<file path="src/rtl/rds_pkg.sv">
// rtl/rds_pkg.sv - shared RDS block constants, id encodings and offset helpers
package rds_pkg;

    localparam int          C_BLOCK_W = 26;
    localparam int          C_INFO_W  = 16;
    localparam int          C_CHECK_W = 10;
    localparam logic [10:0] C_POLY    = 11'h5B9;

    localparam logic [9:0] C_OFS_A  = 10'h0FC;
    localparam logic [9:0] C_OFS_B  = 10'h198;
    localparam logic [9:0] C_OFS_C  = 10'h168;
    localparam logic [9:0] C_OFS_CP = 10'h350;
    localparam logic [9:0] C_OFS_D  = 10'h1B4;

    typedef enum logic [2:0] {
        ID_A   = 3'd0,
        ID_B   = 3'd1,
        ID_C   = 3'd2,
        ID_CP  = 3'd3,
        ID_D   = 3'd4,
        ID_BAD = 3'd7
    } block_id_e;

    typedef enum logic [1:0] {
        ST_SEARCH  = 2'd0,
        ST_PRESYNC = 2'd1,
        ST_SYNCED  = 2'd2
    } sync_state_e;

    function automatic block_id_e offset_to_id(input logic [9:0] s);
        case (s)
            C_OFS_A:  return ID_A;
            C_OFS_B:  return ID_B;
            C_OFS_C:  return ID_C;
            C_OFS_CP: return ID_CP;
            C_OFS_D:  return ID_D;
            default:  return ID_BAD;
        endcase
    endfunction

    function automatic block_id_e next_id(input block_id_e id);
        case (id)
            ID_A:        return ID_B;
            ID_B:        return ID_C;
            ID_C, ID_CP: return ID_D;
            default:     return ID_A;
        endcase
    endfunction

    // An expected C slot accepts either C or C'.
    function automatic logic id_matches(input block_id_e want, input block_id_e got);
        if (want == ID_C)
            return (got == ID_C) || (got == ID_CP);
        return got == want;
    endfunction

endpackage

</file>
<file path="src/rtl/rds_syndrome.sv">
// rtl/rds_syndrome.sv - combinational 26-bit block remainder modulo the RDS generator
module rds_syndrome
    import rds_pkg::*;
(
    input  logic [C_BLOCK_W-1:0] i_word,
    output logic [C_CHECK_W-1:0] o_syndrome
);

    logic [C_CHECK_W:0] w_rem;

    always_comb begin
        w_rem = '0;
        for (int i = C_BLOCK_W - 1; i >= 0; i--) begin
            w_rem = {w_rem[C_CHECK_W-1:0], i_word[i]};
            if (w_rem[C_CHECK_W])
                w_rem = w_rem ^ C_POLY;
        end
    end

    assign o_syndrome = w_rem[C_CHECK_W-1:0];

endmodule

</file>
<file path="src/rtl/rds_block_sync.sv">
// rtl/rds_block_sync.sv - RDS block boundary search, flywheel sync and group assembly
module rds_block_sync
    import rds_pkg::*;
#(
    parameter int c_sync_blocks = 2,
    parameter int c_loss_blocks = 8
) (
    input  logic                clk,
    input  logic                reset,
    input  logic                bit_in,
    input  logic                bit_valid,
    output logic [C_INFO_W-1:0] block_data,
    output logic [2:0]          block_id,
    output logic                block_valid,
    output logic                block_ok,
    output logic [63:0]         group_data,
    output logic                group_valid,
    output logic                synced
);

    localparam logic [7:0] C_SYNC_N = 8'(c_sync_blocks);
    localparam logic [7:0] C_LOSS_N = 8'(c_loss_blocks);

    sync_state_e           r_state, w_state_n;
    block_id_e             r_expect, w_expect_n, w_hit, r_block_id, w_block_id_n;
    // Only 25 bits of history are kept; the 26-bit window includes the incoming bit.
    logic [C_BLOCK_W-2:0]  r_sr, w_sr_n;
    logic [C_BLOCK_W-1:0]  w_sr_shift;
    logic [C_CHECK_W-1:0]  w_syn;
    logic [4:0]            r_bitcnt, w_bitcnt_n;
    logic [7:0]            r_goodcnt, w_goodcnt_n, r_badcnt, w_badcnt_n;
    logic [1:0]            r_have, w_have_n;
    logic [47:0]           r_gbuf, w_gbuf_n;
    logic [C_INFO_W-1:0]   r_block_data, w_block_data_n;
    logic [63:0]           r_group_data, w_group_data_n;
    logic                  r_block_valid, w_block_valid_n, r_block_ok, w_block_ok_n;
    logic                  r_group_valid, w_group_valid_n, r_synced, w_synced_n;
    logic                  w_wrap, w_ok, w_emit;

    assign w_sr_shift = {r_sr, bit_in};

    rds_syndrome u_syndrome (
        .i_word     (w_sr_shift),
        .o_syndrome (w_syn)
    );

    assign w_hit  = offset_to_id(w_syn);
    assign w_wrap = bit_valid && (r_bitcnt == 5'(C_BLOCK_W - 1));
    assign w_ok   = id_matches(r_expect, w_hit);

    always_comb begin
        w_state_n       = r_state;
        w_expect_n      = r_expect;
        w_sr_n          = r_sr;
        w_bitcnt_n      = r_bitcnt;
        w_goodcnt_n     = r_goodcnt;
        w_badcnt_n      = r_badcnt;
        w_have_n        = r_have;
        w_gbuf_n        = r_gbuf;
        w_block_data_n  = r_block_data;
        w_block_id_n    = r_block_id;
        w_block_ok_n    = r_block_ok;
        w_group_data_n  = r_group_data;
        w_synced_n      = r_synced;
        w_block_valid_n = 1'b0;
        w_group_valid_n = 1'b0;
        w_emit          = 1'b0;

        if (bit_valid) begin
            w_sr_n     = w_sr_shift[C_BLOCK_W-2:0];
            w_bitcnt_n = w_wrap ? 5'd0 : r_bitcnt + 5'd1;
        end

        case (r_state)
            ST_SEARCH: begin
                if (bit_valid && (w_hit != ID_BAD)) begin
                    w_state_n   = ST_PRESYNC;
                    w_expect_n  = next_id(w_hit);
                    w_bitcnt_n  = 5'd0;
                    w_goodcnt_n = 8'd1;
                end
            end
            ST_PRESYNC: begin
                if (w_wrap) begin
                    w_emit = 1'b1;
                    if (w_ok) begin
                        w_goodcnt_n = r_goodcnt + 8'd1;
                        w_expect_n  = next_id(r_expect);
                        if (r_goodcnt + 8'd1 >= C_SYNC_N) begin
                            w_state_n  = ST_SYNCED;
                            w_synced_n = 1'b1;
                            w_badcnt_n = 8'd0;
                        end
                    end else begin
                        w_state_n = ST_SEARCH;
                    end
                end
            end
            ST_SYNCED: begin
                if (w_wrap) begin
                    w_emit     = 1'b1;
                    w_expect_n = next_id(r_expect);
                    if (w_ok) begin
                        w_badcnt_n = 8'd0;
                    end else if (r_badcnt + 8'd1 >= C_LOSS_N) begin
                        w_state_n  = ST_SEARCH;
                        w_synced_n = 1'b0;
                        w_badcnt_n = 8'd0;
                    end else begin
                        w_badcnt_n = r_badcnt + 8'd1;
                    end
                end
            end
            default: w_state_n = ST_SEARCH;
        endcase

        if (w_emit) begin
            w_block_valid_n = 1'b1;
            w_block_data_n  = w_sr_shift[C_BLOCK_W-1:C_CHECK_W];
            w_block_id_n    = w_ok ? w_hit : ID_BAD;
            w_block_ok_n    = w_ok;
            w_have_n        = 2'd0;
            if (w_ok) begin
                case (w_hit)
                    ID_A: begin
                        w_have_n        = 2'd1;
                        w_gbuf_n[47:32] = w_block_data_n;
                    end
                    ID_B: begin
                        if (r_have == 2'd1) begin
                            w_have_n        = 2'd2;
                            w_gbuf_n[31:16] = w_block_data_n;
                        end
                    end
                    ID_C, ID_CP: begin
                        if (r_have == 2'd2) begin
                            w_have_n       = 2'd3;
                            w_gbuf_n[15:0] = w_block_data_n;
                        end
                    end
                    ID_D: begin
                        if (r_have == 2'd3) begin
                            w_group_valid_n = 1'b1;
                            w_group_data_n  = {r_gbuf, w_block_data_n};
                        end
                    end
                    default: w_have_n = 2'd0;
                endcase
            end
        end
    end

    always_ff @(posedge clk) begin
        if (reset) begin
            r_state       <= ST_SEARCH;
            r_expect      <= ID_A;
            r_sr          <= '0;
            r_bitcnt      <= '0;
            r_goodcnt     <= '0;
            r_badcnt      <= '0;
            r_have        <= '0;
            r_gbuf        <= '0;
            r_block_data  <= '0;
            r_block_id    <= ID_A;
            r_block_ok    <= 1'b0;
            r_block_valid <= 1'b0;
            r_group_data  <= '0;
            r_group_valid <= 1'b0;
            r_synced      <= 1'b0;
        end else begin
            r_state       <= w_state_n;
            r_expect      <= w_expect_n;
            r_sr          <= w_sr_n;
            r_bitcnt      <= w_bitcnt_n;
            r_goodcnt     <= w_goodcnt_n;
            r_badcnt      <= w_badcnt_n;
            r_have        <= w_have_n;
            r_gbuf        <= w_gbuf_n;
            r_block_data  <= w_block_data_n;
            r_block_id    <= w_block_id_n;
            r_block_ok    <= w_block_ok_n;
            r_block_valid <= w_block_valid_n;
            r_group_data  <= w_group_data_n;
            r_group_valid <= w_group_valid_n;
            r_synced      <= w_synced_n;
        end
    end

    assign block_data  = r_block_data;
    assign block_id    = r_block_id;
    assign block_ok    = r_block_ok;
    assign block_valid = r_block_valid;
    assign group_data  = r_group_data;
    assign group_valid = r_group_valid;
    assign synced      = r_synced;

endmodule

</file>
<file path="config.mk">
export PLATFORM = sky130hd
export DESIGN_NAME = rds_block_sync
export DESIGN_NICKNAME = d
export VERILOG_FILES = /design/src/rtl/rds_pkg.sv /design/src/rtl/rds_syndrome.sv /design/src/rtl/rds_block_sync.sv
export SDC_FILE = /design/constraint.sdc
export NUM_CORES = 1
export LEC_CHECK = 0
export CAP_MARGIN = 20
export CORE_AREA = 4 4 132 134
export CTS_CLUSTER_DIAMETER = 40
export CTS_CLUSTER_SIZE = 16
export DETAILED_ROUTE_END_ITERATION = 7
export DIE_AREA = 0 0 136 138
export GPL_TIMING_DRIVEN = 0
export HOLD_SLACK_MARGIN = 0.15
export PLACE_DENSITY = 0.88
export SLEW_MARGIN = 30
export SYNTH_ARGS = -nofsm -noshare
export SYNTH_HDL_FRONTEND = slang
export SYNTH_SLANG_ARGS = --single-unit
export TNS_END_PERCENT = 5
</file>
<file path="constraint.sdc">
create_clock -name clk -period 9.2 [get_ports clk]
set_input_delay 0.92 -clock clk [delete_from_list [all_inputs] [get_ports clk]]
set_output_delay 0.92 -clock clk [all_outputs]
set_load 0.02 [all_outputs]
</file>
==> insert_results.sql, run 1 <==
INSERT INTO impl_metrics (metric_group, metric, value, unit) VALUES
('outcome', 'status', 'completed', ''),
('clock_network', 'cts_inserted_buffers', '17', ''),
('timing', 'max-slew-margin-rel', '0.465', ''),
('timing', 'timing_worst_slew_pin_value', '0.783', 'ns'),
('layout', 'drive_above_1_share', '0.0752', ''),
('timing', 'setup_total_negative_slack', '0', 'ns'),
('drt', 'route.detailed.vias_per_inst', '5.57', ''),
('place', 'post-dp-hpwl', '14.8', 'mm'),
('drt', 'detail_route.first_pass.iterations', '7', ''),
('layout', 'num_antenna_cells', '0', ''),
('global_route', 'grt_usage', '0.229', ''),
('die', 'floorplan.die_area', '0.0188', 'mm²'),
('layout', 'post_route_utilization', '0.648', ''),
('clock_network', 'post_cts.resized_instances', '0', ''),
('worst_setup_path', 'crit_path_start_kind', 'flop', ''),
('timing', 'clock.fmax', '181', 'MHz'),
('flow_run', 'max_cap_violations', '0', ''),
('die', 'floorplan.die.height', '138', 'µm'),
('worst_setup_path', 'timing.reg2reg.worst_path_depth', '14', ''),
('worst_setup_path', 'reg_to_reg_start', 'r_sr[13]', ''),
('worst_setup_path', 'critical_path.n_buffers_inverters', '2', ''),
('worst_setup_path', 'timing.critical_path.to', 'r_gbuf[7]', ''),
('worst_setup_path', 'startpoint', 'r_sr[13]', ''),
('worst_setup_path', 'crit_path_cell_trace', 'clkbuf_1 -> xnor2_1 -> xnor3_1 -> xor2_1 -> or4_1 -> a211oi_1 -> o221ai_1 -> or3_1 -> a32oi_1 -> o21ai_2 -> a211oi_4 -> buf_4 -> mux2i_1 -> nor2_1', ''),
('place', 'port_buffers', '89', ''),
('layout', 'area_used_by_multi_input_combinational_logic', '0.00469', 'mm²'),
('clock_network', 'clk-insertion-delay-late', '0.44', 'ns'),
('synth', 'yosysMostFrequentCell', 'sky130_fd_sc_hd__dfxtp_1', ''),
('synth', 'synthFlopType', 'sky130_fd_sc_hd__dfxtp_1', ''),
('layout', 'area_growth_syn_to_layout', '20.2', '%'),
('worst_setup_path', 'critPathMaxStageDelay', '0.61', 'ns'),
('clock_network', 'clk_root_buffer_cell', 'sky130_fd_sc_hd__clkbuf_16', ''),
('drt', 'drcViolationCount', '0', ''),
('layout', 'final.fill_count', '1212', ''),
('global_route', 'grt_start_max_net_pins', '20', ''),
('synth', 'flops_latches_synth', '188', ''),
('die', 'std_cell_core_area', '0.0163', 'mm²'),
('die', 'starting_utilization_of_the_core_area', '0.539', ''),
('power', 'leakagePower', '4.37', 'nW'),
('global_route', 'grt_antenna_before_repair', '0', ''),
('clock_network', 'postCtsHoldBufs', '0', ''),
('worst_setup_path', 'worst_path_dominant_cell_family', 'compound AO/OA/AOI/OAI gates', ''),
('worst_setup_path', 'critical_path_depth', '14', ''),
('die', 'ioPinCount', '91', ''),
('die', 'fp-row-count', '47', ''),
('timing', 'timing.final.setup_violations', '0', ''),
('synth', 'synth_enable_flop_cells', '0', ''),
('synth', 'synthesis.nets', '903', ''),
('synth', 'synth.area.top_cells', 'sky130_fd_sc_hd__dfxtp_1 43%, sky130_fd_sc_hd__mux2i_1 17%, sky130_fd_sc_hd__nor2_1 7.2%', ''),
('layout', 'seq_area', '0.00376', 'mm²'),
('worst_setup_path', 'worst-r2r-setup-slack', '3.68', 'ns'),
('timing', 'final_hold_viol_count', '0', ''),
('worst_setup_path', 'crit_path_max_fanout', '10', ''),
('timing', 'min_period_over_period', '0.600', ''),
('synth', 'postSynth.asyncResetShare', '0', ''),
('global_route', 'grt_overflow', '0', ''),
('timing', 'minimum_clock_period', '5.52', 'ns'),
('drt', 'initialDrtViolationCount', '520', ''),
('worst_setup_path', 'worstReg2RegEnd', 'r_gbuf[7]', ''),
('drt', 'dr_total_vias', '6850', ''),
('timing', 'final_max_slew_viol_count', '0', ''),
('place', 'gp_congestion', '0.892', ''),
('die', 'chip_width', '136', 'µm'),
('synth', 'syn_avg_cell_area', '9.87', 'µm²'),
('drt', 'final_antenna_net_count', '0', ''),
('global_route', 'grt_first_pass_wirelength', '34.6', 'mm'),
('worst_setup_path', 'cpMaxStageDelayCell', 'sky130_fd_sc_hd__xnor3_1', ''),
('clock_network', 'htreeDepth', '4', ''),
('synth', 'syn_inst', '889', ''),
('worst_setup_path', 'worst-setup-path-type', 'flop to flop', ''),
('clock_network', 'tritoncts_clock_tree', 'done', '');
==> worst min-delay path by stage <==
stage / from / depth (start not counted) / endpoint
floorplan: r_badcnt[7] / 1 / r_badcnt[7]
global placement: block_data[5] / 2 / block_data[5]
detailed placement: block_data[3] / 2 / block_data[3]
CTS: block_data[3] / 2 / block_data[3]
global route: block_data[6] / 2 / block_data[6]
finish: block_data[3] / 2 / block_data[3]
==> per-stage QoR <==
| step | instances | total power, mW | worst slack (ns) |
|---|---|---|---|
| after global routing | 1230 | 1.67 | 3.46 |
| final | 1230 | 1.62 | 3.68 |
| after floorplan | 889 | 0.879 | 4.77 |
| after detailed placement | 1198 | 0.895 | 3.82 |
| after global placement | 1198 | 0.893 | 3.99 |
| after CTS | 1230 | 1.62 | 3.74 |
==> tightest hold or removal path, delay by kind of cell (launching register included) <==
family          cells  cell delay (ns)
compound gates      1             0.06
flops               1             0.31
simple gates        1             0.05
==> metal layers <==
metal | vias to the layer above | global-route usage | wire (µm)
met5 | - | 0 | 0
met4 | 0 | 0.0881 | 496
met1 | 3292 | 0.279 | 8830
met3 | 40 | 0.0501 | 1330
met2 | 239 | 0.392 | 10800
li1 | 3279 | - | -
==> power breakdown <==
part           internal [mW]  total, mW  switching (mW)  leakage, nW
Sequential             0.816      0.819         0.00378         1.51
Combinational         0.0176     0.0579          0.0402         2.57
Clock                  0.391      0.745           0.354        0.285
==> state kept, by name (all words and copies together) (netlist names), 2 cells and up <==
| signal | flops |
|---|---|
| group_data | 64 |
| block_data | 16 |
| r_state | 2 |
| r_bitcnt | 5 |
| r_expect | 3 |
| r_goodcnt | 8 |
| r_gbuf | 48 |
| r_badcnt | 8 |
| r_sr | 25 |
| r_have | 2 |
| block_id | 3 |
==> layout by cell type (no fill, tap or decap), types with 4 or more instances in the layout <==
master	instances
sky130_fd_sc_hd__inv_1	11
sky130_fd_sc_hd__a21oi_1	28
sky130_fd_sc_hd__clkbuf_16	17
sky130_fd_sc_hd__nand3_1	15
sky130_fd_sc_hd__mux2i_1	147
sky130_fd_sc_hd__nor2b_1	5
sky130_fd_sc_hd__buf_1	5
sky130_fd_sc_hd__or3_1	5
sky130_fd_sc_hd__a211oi_1	5
sky130_fd_sc_hd__nand4_1	10
sky130_fd_sc_hd__a21o_1	6
sky130_fd_sc_hd__o21ai_0	7
sky130_fd_sc_hd__xor3_1	8
sky130_fd_sc_hd__nor2_1	169
sky130_fd_sc_hd__xor2_1	15
sky130_fd_sc_hd__clkbuf_1	34
sky130_fd_sc_hd__clkdlybuf4s50_1	89
sky130_fd_sc_hd__or2_2	9
sky130_fd_sc_hd__dfxtp_1	188
sky130_fd_sc_hd__ha_1	10
sky130_fd_sc_hd__inv_8	5
sky130_fd_sc_hd__nor3_1	10
sky130_fd_sc_hd__buf_2	7
sky130_fd_sc_hd__and3_1	7
sky130_fd_sc_hd__a31oi_1	4
sky130_fd_sc_hd__buf_6	5
sky130_fd_sc_hd__xnor3_1	15
sky130_fd_sc_hd__and2_1	6
sky130_fd_sc_hd__xnor2_1	27
sky130_fd_sc_hd__buf_4	6
sky130_fd_sc_hd__nand2_1	60
==> area by class of cell <==
class,instances,area share
Clock inverter,14,0.0166
Timing Repair Buffer,89,0.0845
Clock buffer,18,0.0407
Sequential cell,188,0.357
Tap cell,220,0.0261
Buffer,56,0.0265
Multi-Input combinational cell,634,0.445
Inverter,11,0.00391
==> cell families (layout without fill, tap and decap cells) <==
group                      count (synthesis)  in the layout  synth area share
AOI/OAI and AO/OA                         91             91            0.0776
adders and majority gates                 10             10            0.0143
muxes                                    151            151             0.173
xor gates and xnor gates                  71             71             0.115
DFF                                      188            188             0.429
buffers and inverters                     67            188            0.0365
and+or+nand+nor                          311            311             0.155
Note: power is estimated with default switching activity, not from simulation.
==> run 2, diff against run 1 <==
--- a/config.mk
+++ b/config.mk
@@ -6,14 +6,14 @@
 export NUM_CORES = 1
 export LEC_CHECK = 0
 export CAP_MARGIN = 20
-export CORE_AREA = 4 4 132 134
+export CORE_AREA = 4 4 137 139
 export CTS_CLUSTER_DIAMETER = 40
 export CTS_CLUSTER_SIZE = 16
 export DETAILED_ROUTE_END_ITERATION = 7
-export DIE_AREA = 0 0 136 138
+export DIE_AREA = 0 0 141 143
 export GPL_TIMING_DRIVEN = 0
 export HOLD_SLACK_MARGIN = 0.15
-export PLACE_DENSITY = 0.88
+export PLACE_DENSITY = 0.86
 export SLEW_MARGIN = 30
 export SYNTH_ARGS = -nofsm -noshare
 export SYNTH_HDL_FRONTEND = slang
==> constraint.sdc (replaced) <==
create_clock -name clk -period 4.5 [get_ports clk]
set_input_delay 0.45 -clock clk [delete_from_list [all_inputs] [get_ports clk]]
set_output_delay 0.45 -clock clk [all_outputs]
set_load 0.02 [all_outputs]
==> run 2 against run 1 <==
  * The flow now finishes with violations (setup timing)
  * Worst setup slack got worse by 3.9 ns
  * Via count up 9.4%
  * Sequential power is 100% higher
  * Maximum frequency rose by 18%
  * Sequential cell count did not move
  * Combinational power is 130% higher
  * Clock-buffer cell count decreased by 1
==> insert_results.sql, run 2 (synthesis results as in run 1) <==
INSERT INTO impl_metrics (metric_group, metric, value, unit) VALUES
('global_route', 'grt_first_pass_wirelength', '37.1', 'mm'),
('timing', 'final_hold_viol_count', '0', ''),
('min_path', 'hold_path_depth', '2', ''),
('drt', 'wl_met1', '9.79', 'mm'),
('drt', 'routed.top_layer', 'met4', ''),
('worst_setup_path', 'critical_path.n_buffers_inverters', '4', ''),
('drt', 'wirelength', '26.2', 'mm'),
('global_route', 'grt_start_max_net_pins', '20', ''),
('layout', 'nets_final', '1050', ''),
('power', 'total_power', '3.34', 'mW'),
('worst_setup_path', 'crit_path_start_kind', 'flop', ''),
('die', 'fp-row-count', '49', ''),
('drt', 'route.detailed.vias_per_inst', '5.86', ''),
('worst_setup_path', 'critPathCaptureType', 'flop', ''),
('worst_setup_path', 'worst_path_dominant_cell_family', 'compound AO/OA/AOI/OAI gates', ''),
('layout', 'post-route-cell-area', '0.0114', 'mm²'),
('die', 'std_cell_core_area', '0.0177', 'mm²'),
('die', 'starting_utilization_of_the_core_area', '0.497', ''),
('clock_network', 'htreeDepth', '4', ''),
('min_path', 'worstHoldEndpoint', 'block_data[4]', ''),
('worst_setup_path', 'worst-r2r-setup-slack', '-0.18', 'ns'),
('timing', 'minimum_clock_period', '4.68', 'ns'),
('clock_network', 'clk-insertion-delay-late', '0.45', 'ns'),
('worst_setup_path', 'reg_to_reg_start', 'r_sr[24]', ''),
('worst_setup_path', 'worst-setup-path-type', 'flop to flop', ''),
('clock_network', 'postCtsHoldBufs', '0', ''),
('clock_network', 'cts_num_sinks', '188', ''),
('drt', 'initialDrtViolationCount', '763', ''),
('drt', 'final_antenna_net_count', '0', ''),
('die', 'ioPinCount', '91', ''),
('drt', 'drcViolationCount', '0', ''),
('timing', 'timing_worst_slew_pin_value', '0.813', 'ns'),
('worst_setup_path', 'crit_path_max_fanout', '9', ''),
('layout', 'most-common-layout-cells', '179 x sky130_fd_sc_hd__dfxtp_1, 168 x sky130_fd_sc_hd__nor2_1, 138 x sky130_fd_sc_hd__mux2i_1, 89 x sky130_fd_sc_hd__clkdlybuf4s50_1, 60 x sky130_fd_sc_hd__nand2_1', ''),
('layout', 'final-instance-count-excl-fill', '1278', ''),
('timing', 'max-slew-margin-rel', '0.458', ''),
('worst_setup_path', 'critical_path_depth', '16', ''),
('power', 'power.density', '292', 'mW/mm²'),
('min_path', 'hold_path.class', 'flop to flop', ''),
('clock_network', 'tritoncts_clock_tree', 'done', ''),
('drt', 'route.met3.wl', '1.89', 'mm'),
('worst_setup_path', 'critPathMaxStageDelay', '0.60', 'ns'),
('layout', 'area_growth_syn_to_layout', '30.4', '%'),
('global_route', 'first_global_vias', '7201', ''),
('worst_setup_path', 'crit_required', '4.82', 'ns'),
('die', 'floorplan.die.height', '143', 'µm'),
('worst_setup_path', 'worstReg2RegEnd', 'r_gbuf[41]', ''),
('timing', 'final_max_slew_viol_count', '0', ''),
('power', 'power.ir.vdd_worst', '0.260', 'mV'),
('clock_network', 'cts_inserted_buffers', '17', ''),
('place', 'numPlacedInstances', '1207', ''),
('timing', 'clock.fmax', '214', 'MHz'),
('power', 'leakagePower', '4.74', 'nW'),
('die', 'floorplan.die_area', '0.0202', 'mm²'),
('worst_setup_path', 'crit_path_cell_trace', 'xor3_2 -> xor2_4 -> buf_4 -> xnor2_4 -> xor2_4 -> buf_6 -> o211ai_1 -> a2111o_1 -> or2_4 -> a32oi_2 -> o21ai_4 -> buf_4 -> a211oi_4 -> buf_2 -> mux2i_1 -> nor2_1', ''),
('place', 'gp_congestion', '0.876', ''),
('drt', 'dr_total_vias', '7493', ''),
('global_route', 'grt_overflow', '0', ''),
('layout', 'layout_commonest_cell', 'sky130_fd_sc_hd__dfxtp_1', ''),
('worst_setup_path', 'cpMaxStageDelayCell', 'sky130_fd_sc_hd__xor3_2', ''),
('layout', 'largest_register_ffs', '64', ''),
('timing', 'setup_ws', '-0.176', 'ns'),
('clock_network', 'clk_root_buffer_cell', 'sky130_fd_sc_hd__clkbuf_16', ''),
('clock_network', 'cts-root-to-sink-buffers', '2', ''),
('die', 'chip_width', '141', 'µm'),
('global_route', 'grt_antenna_before_repair', '0', ''),
('timing', 'min_period_over_period', '1.04', ''),
('place', 'post-dp-hpwl', '14.5', 'mm'),
('drt', 'wl_met2', '13.0', 'mm'),
('min_path', 'hold_crit_start', 'block_data[4]', ''),
('timing', 'clock-skew-final', '0.0116', 'ns'),
('worst_setup_path', 'timing.reg2reg.worst_path_depth', '16', ''),
('outcome', 'status', 'finished, violations left', ''),
('clock_network', 'cts.clk_slew.worst_paths', '0.08', 'ns'),
('timing', 'rsz0062_at_grt', 'yes', ''),
('layout', 'drive_above_1_share', '0.173', ''),
('place', 'port_buffers', '89', ''),
('drt', 'drt-wirelength-per-cell', '20.5', 'µm'),
('timing', 'timing.final.setup_violations', '94', ''),
('place', 'placed_area', '0.00995', 'mm²'),
('outcome', 'failed_checks', 'setup timing', ''),
('flow_run', 'max_cap_violations', '0', ''),
('worst_setup_path', 'worstPathArrival', '4.99', 'ns'),
('drt', 'detail_route.first_pass.iterations', '6', ''),
('layout', 'num_antenna_cells', '0', ''),
('global_route', 'grt_usage', '0.233', ''),
('place', 'pre_cts_slack', '-0.901', 'ns');
run 2: changes by cell type in the layout (fill, tap and decap cells not counted), sizes merged:
cell,before,now
buf,23,68
clkbuf,51,44
clkinv,3,5
clkinvlp,3,1
inv,18,19
run 2: cell type report:
type | instances | area [µm²]
buffer | 50 | 357
clock buffer | 17 | 425
clock inverter | 15 | 178
multi-input combinational | 634 | 5100
sequential | 188 | 3790
timing repair buffer | 134 | 1260
fill | 1210 | 6210
tap | 229 | 287
inverter | 11 | 41.3
run 2: power breakdown:
group	leakage [nW]	switching, mW	internal (mW)
registers	1.52	0.00796	1.66
logic	2.92	0.0917	0.0423
clock network	0.293	0.740	0.798
total	4.74	0.840	2.50
run 2: repair_timing:
action	4_1_cts	5_1_grt
buffers inserted	21	23
resized for setup	68	57
gates cloned	0	1
pin swaps	19	21
endpoints found under the hold margin	0	0
setup endpoints to repair	141	132
run 2: how the worst max path moves through the flow:
stage / start / end / slack [ns]
2_1_floorplan: r_sr[16] / group_data[15] / 0.07
6_report: r_sr[24] / r_gbuf[41] / -0.18
5_1_grt: r_sr[16] / r_gbuf[46] / -0.26
3_5_place_dp: r_sr[17] / r_gbuf[31] / -0.90
4_1_cts: r_sr[19] / group_data[63] / 0.003
3_3_place_gp: r_sr[13] / r_gbuf[15] / -0.73
run 2: metrics by stage:
stage	hold slack, ns	setup TNS, ns	utilization
floorplan	0.447	0	-
global placement	0.445	-80.44	0.564
detailed placement	0.453	-102.18	0.564
finish	0.463	-5.64	0.648
global route	0.499	-19.29	0.648
CTS	0.465	0	0.622
run 2: worst register-to-register path: cells and delay by family, from the launching register on:
family          cells  cell delay, ns
compound gates      5            1.35
mux                 1            0.28
xor+xnor            4            1.31
buf+inv             4            0.80
simple gates        2            0.32
flops               1            0.48
run 2: metal layers:
metal | up-vias | GRT usage
li1 | 3354 | -
met1 | 3536 | 0.271
met2 | 454 | 0.410
met3 | 149 | 0.0445
met4 | 0 | 0.118
met5 | - | 0
==> run 3, diff against run 2 <==
--- a/config.mk
+++ b/config.mk
@@ -14,6 +14,7 @@
 export GPL_TIMING_DRIVEN = 0
 export HOLD_SLACK_MARGIN = 0.15
 export PLACE_DENSITY = 0.86
+export REMOVE_ABC_BUFFERS = 1
 export SLEW_MARGIN = 30
 export SYNTH_ARGS = -nofsm -noshare
 export SYNTH_HDL_FRONTEND = slang
==> run 3 against run 2 <==
  * The run still ends with setup timing left
  * Worst setup slack lost 0.13 ns
  * First-iteration DRC count shrank 27%
  * Routed wire length shrank 5.7%
  * Cell area grew 2.4%
  * Power shrank 2.5%
==> insert_results.sql, run 3 (synthesis results as in run 1) <==
INSERT INTO impl_metrics (metric_group, metric, value, unit) VALUES
('outcome', 'status', 'finished, violations left', ''),
('outcome', 'failed_checks', 'setup timing', ''),
('worst_setup_path', 'crit_path_max_fanout', '9', ''),
('global_route', 'grt_overflow', '0', ''),
('layout', 'largest_register_ffs', '64', ''),
('power', 'leakagePower', '4.93', 'nW'),
('clock_network', 'tritoncts_clock_tree', 'done', ''),
('drt', 'wirelength', '24.7', 'mm'),
('place', 'pre_cts_slack', '-1.18', 'ns'),
('place', 'post-dp-hpwl', '12.9', 'mm'),
('power', 'power.ir.vdd_worst', '0.254', 'mV'),
('clock_network', 'cts_inserted_buffers', '17', ''),
('flow_run', 'max_cap_violations', '0', ''),
('global_route', 'grt-busiest-layer', 'met2', ''),
('global_route', 'first_global_vias', '6710', ''),
('power', 'power.density', '278', 'mW/mm²'),
('timing', 'max-slew-margin-rel', '0.480', ''),
('clock_network', 'postCtsHoldBufs', '0', ''),
('place', 'port_buffers', '90', ''),
('die', 'floorplan.die_area', '0.0202', 'mm²'),
('timing', 'clock.fmax', '208', 'MHz'),
('layout', 'area_growth_syn_to_layout', '33.5', '%'),
('timing', 'timing_worst_slew_pin_value', '0.777', 'ns'),
('layout', 'layout_commonest_cell', 'sky130_fd_sc_hd__dfxtp_1', ''),
('die', 'chip_width', '141', 'µm'),
('timing', 'final_hold_viol_count', '0', ''),
('worst_setup_path', 'crit_required', '4.78', 'ns'),
('global_route', 'grt_antenna_before_repair', '1', ''),
('die', 'std_cell_core_area', '0.0177', 'mm²'),
('die', 'ioPinCount', '91', ''),
('die', 'floorplan.die.height', '143', 'µm'),
('clock_network', 'cts.clk_slew.worst_paths', '0.07', 'ns'),
('global_route', 'grt_usage', '0.216', ''),
('layout', 'final-instance-count-excl-fill', '1273', ''),
('global_route', 'grt_first_pass_wirelength', '35.0', 'mm'),
('global_route', 'grt_start_max_net_pins', '124', ''),
('layout', 'num_antenna_cells', '0', ''),
('die', 'starting_utilization_of_the_core_area', '0.497', ''),
('global_route', 'grtUsageMet2', '0.382', ''),
('drt', 'drcViolationCount', '0', ''),
('worst_setup_path', 'worstPathArrival', '5.09', 'ns'),
('global_route', 'grt.met3_usage', '0.0449', ''),
('timing', 'clock-skew-final', '0.0115', 'ns'),
('die', 'fp-row-count', '49', ''),
('timing', 'minimum_clock_period', '4.81', 'ns'),
('drt', 'detail_route.first_pass.iterations', '5', ''),
('drt', 'route.detailed.vias_per_inst', '5.64', ''),
('clock_network', 'cts_num_sinks', '188', ''),
('worst_setup_path', 'worst-setup-path-type', 'flop to flop', ''),
('clock_network', 'cts-root-to-sink-buffers', '2', ''),
('layout', 'drive_above_1_share', '0.204', ''),
('worst_setup_path', 'worst-r2r-setup-slack', '-0.31', 'ns'),
('timing', 'setup_total_negative_slack', '-22.49', 'ns'),
('clock_network', 'clk_root_buffer_cell', 'sky130_fd_sc_hd__clkbuf_16', ''),
('timing', 'min_period_over_period', '1.07', ''),
('drt', 'final_antenna_net_count', '0', ''),
('drt', 'initialDrtViolationCount', '556', ''),
('clock_network', 'clk-insertion-delay-late', '0.43', 'ns'),
('worst_setup_path', 'crit_path_start_kind', 'flop', ''),
('worst_setup_path', 'critPathCaptureType', 'flop', ''),
('place', 'numPlacedInstances', '1163', ''),
('timing', 'final_max_slew_viol_count', '0', ''),
('layout', 'post_route_utilization', '0.664', ''),
('clock_network', 'htreeDepth', '4', ''),
('min_path', 'hold_path.class', 'primary input to flop', ''),
('layout', 'nets_final', '1045', ''),
('timing', 'setup_ws', '-0.309', 'ns'),
('global_route', 'use_met1', '0.256', ''),
('drt', 'drt-wirelength-per-cell', '19.4', 'µm'),
('layout', 'most-common-layout-cells', '173 x sky130_fd_sc_hd__dfxtp_1, 169 x sky130_fd_sc_hd__nor2_1, 144 x sky130_fd_sc_hd__mux2i_1, 88 x sky130_fd_sc_hd__clkdlybuf4s50_1, 60 x sky130_fd_sc_hd__buf_4', ''),
('place', 'gp_congestion', '0.900', ''),
('drt', 'dr_total_vias', '7186', ''),
('timing', 'timing.final.setup_violations', '123', ''),
('timing', 'rsz0062_at_grt', 'yes', '');
==> run 3: cell count changes in the layout (fill, tap and decap cells not counted), sizes merged <==
cell and delta:
clkinv -5, clkbuf -23, bufbuf +1, clkinvlp +2, clkdlybuf4s50 -1, buf +21
==> run 3: final timing paths <==
check,start,to,depth (start not counted)
hold / removal,reset,r_gbuf[42],2
hold reg to reg,block_data[7],block_data[7],2
setup / recovery,r_sr[19],r_gbuf[12],17
setup reg to reg,r_sr[19],r_gbuf[12],17
==> run 3: cell type report <==
| cell class | count | area (µm²) |
|---|---|---|
| clock buffers | 20 | 437 |
| clock inverters | 12 | 128 |
| fillers | 1222 | 5940 |
| inverters | 11 | 41.3 |
| multi-input cells | 634 | 5110 |
| flip-flops and latches | 188 | 3820 |
| well taps | 229 | 287 |
| repair buffers | 179 | 1910 |
==> run 3: power by group <==
| group | internal [mW] | switching, mW |
|---|---|---|
| combinational | 0.0443 | 0.0866 |
| sequential | 1.66 | 0.00871 |
| clock | 0.782 | 0.679 |
==> run 3: per-stage QoR <==
step	power, mW	hold WS, ns	cell area [µm²]
floorplan	1.77	0.442	8500
global placement	1.82	0.441	9690
detailed placement	1.82	0.446	9870
CTS	3.25	0.370	11100
global route	3.37	0.395	11700
finish	3.26	0.368	11700
==> run 3: metal layers <==
| layer | vias up | routed length, µm | share of wire |
|---|---|---|---|
| li1 | 3334 | - | - |
| met1 | 3474 | 9720 | 0.39 |
| met2 | 311 | 12800 | 0.52 |
| met3 | 65 | 1370 | 0.055 |
| met4 | 2 | 882 | 0.036 |
| met5 | - | 13 | 0.00053 |
==> run 3: repair_timing <==
action	CTS	global route
hold endpoints to repair	0	0
buffers inserted	33	40
gates cloned	4	1
gates resized for setup	68	52
pin swaps	29	37
setup endpoints to repair	140	132
==> run 3: critical path: stages (launching register included) <==
cell	delay (ns)
sky130_fd_sc_hd__dfxtp_4	0.36
sky130_fd_sc_hd__buf_6	0.13
sky130_fd_sc_hd__xnor2_4	0.24
sky130_fd_sc_hd__xnor3_2	0.44
sky130_fd_sc_hd__xor2_2	0.21
sky130_fd_sc_hd__or4_4	0.58
sky130_fd_sc_hd__a211oi_4	0.32
sky130_fd_sc_hd__buf_4	0.18
sky130_fd_sc_hd__o221ai_4	0.11
sky130_fd_sc_hd__or3_4	0.43
sky130_fd_sc_hd__a32oi_2	0.30
sky130_fd_sc_hd__o21ai_4	0.11
sky130_fd_sc_hd__buf_4	0.15
sky130_fd_sc_hd__buf_8	0.14
sky130_fd_sc_hd__a211oi_4	0.34
sky130_fd_sc_hd__buf_6	0.23
sky130_fd_sc_hd__mux2i_1	0.29
sky130_fd_sc_hd__nor2_1	0.10
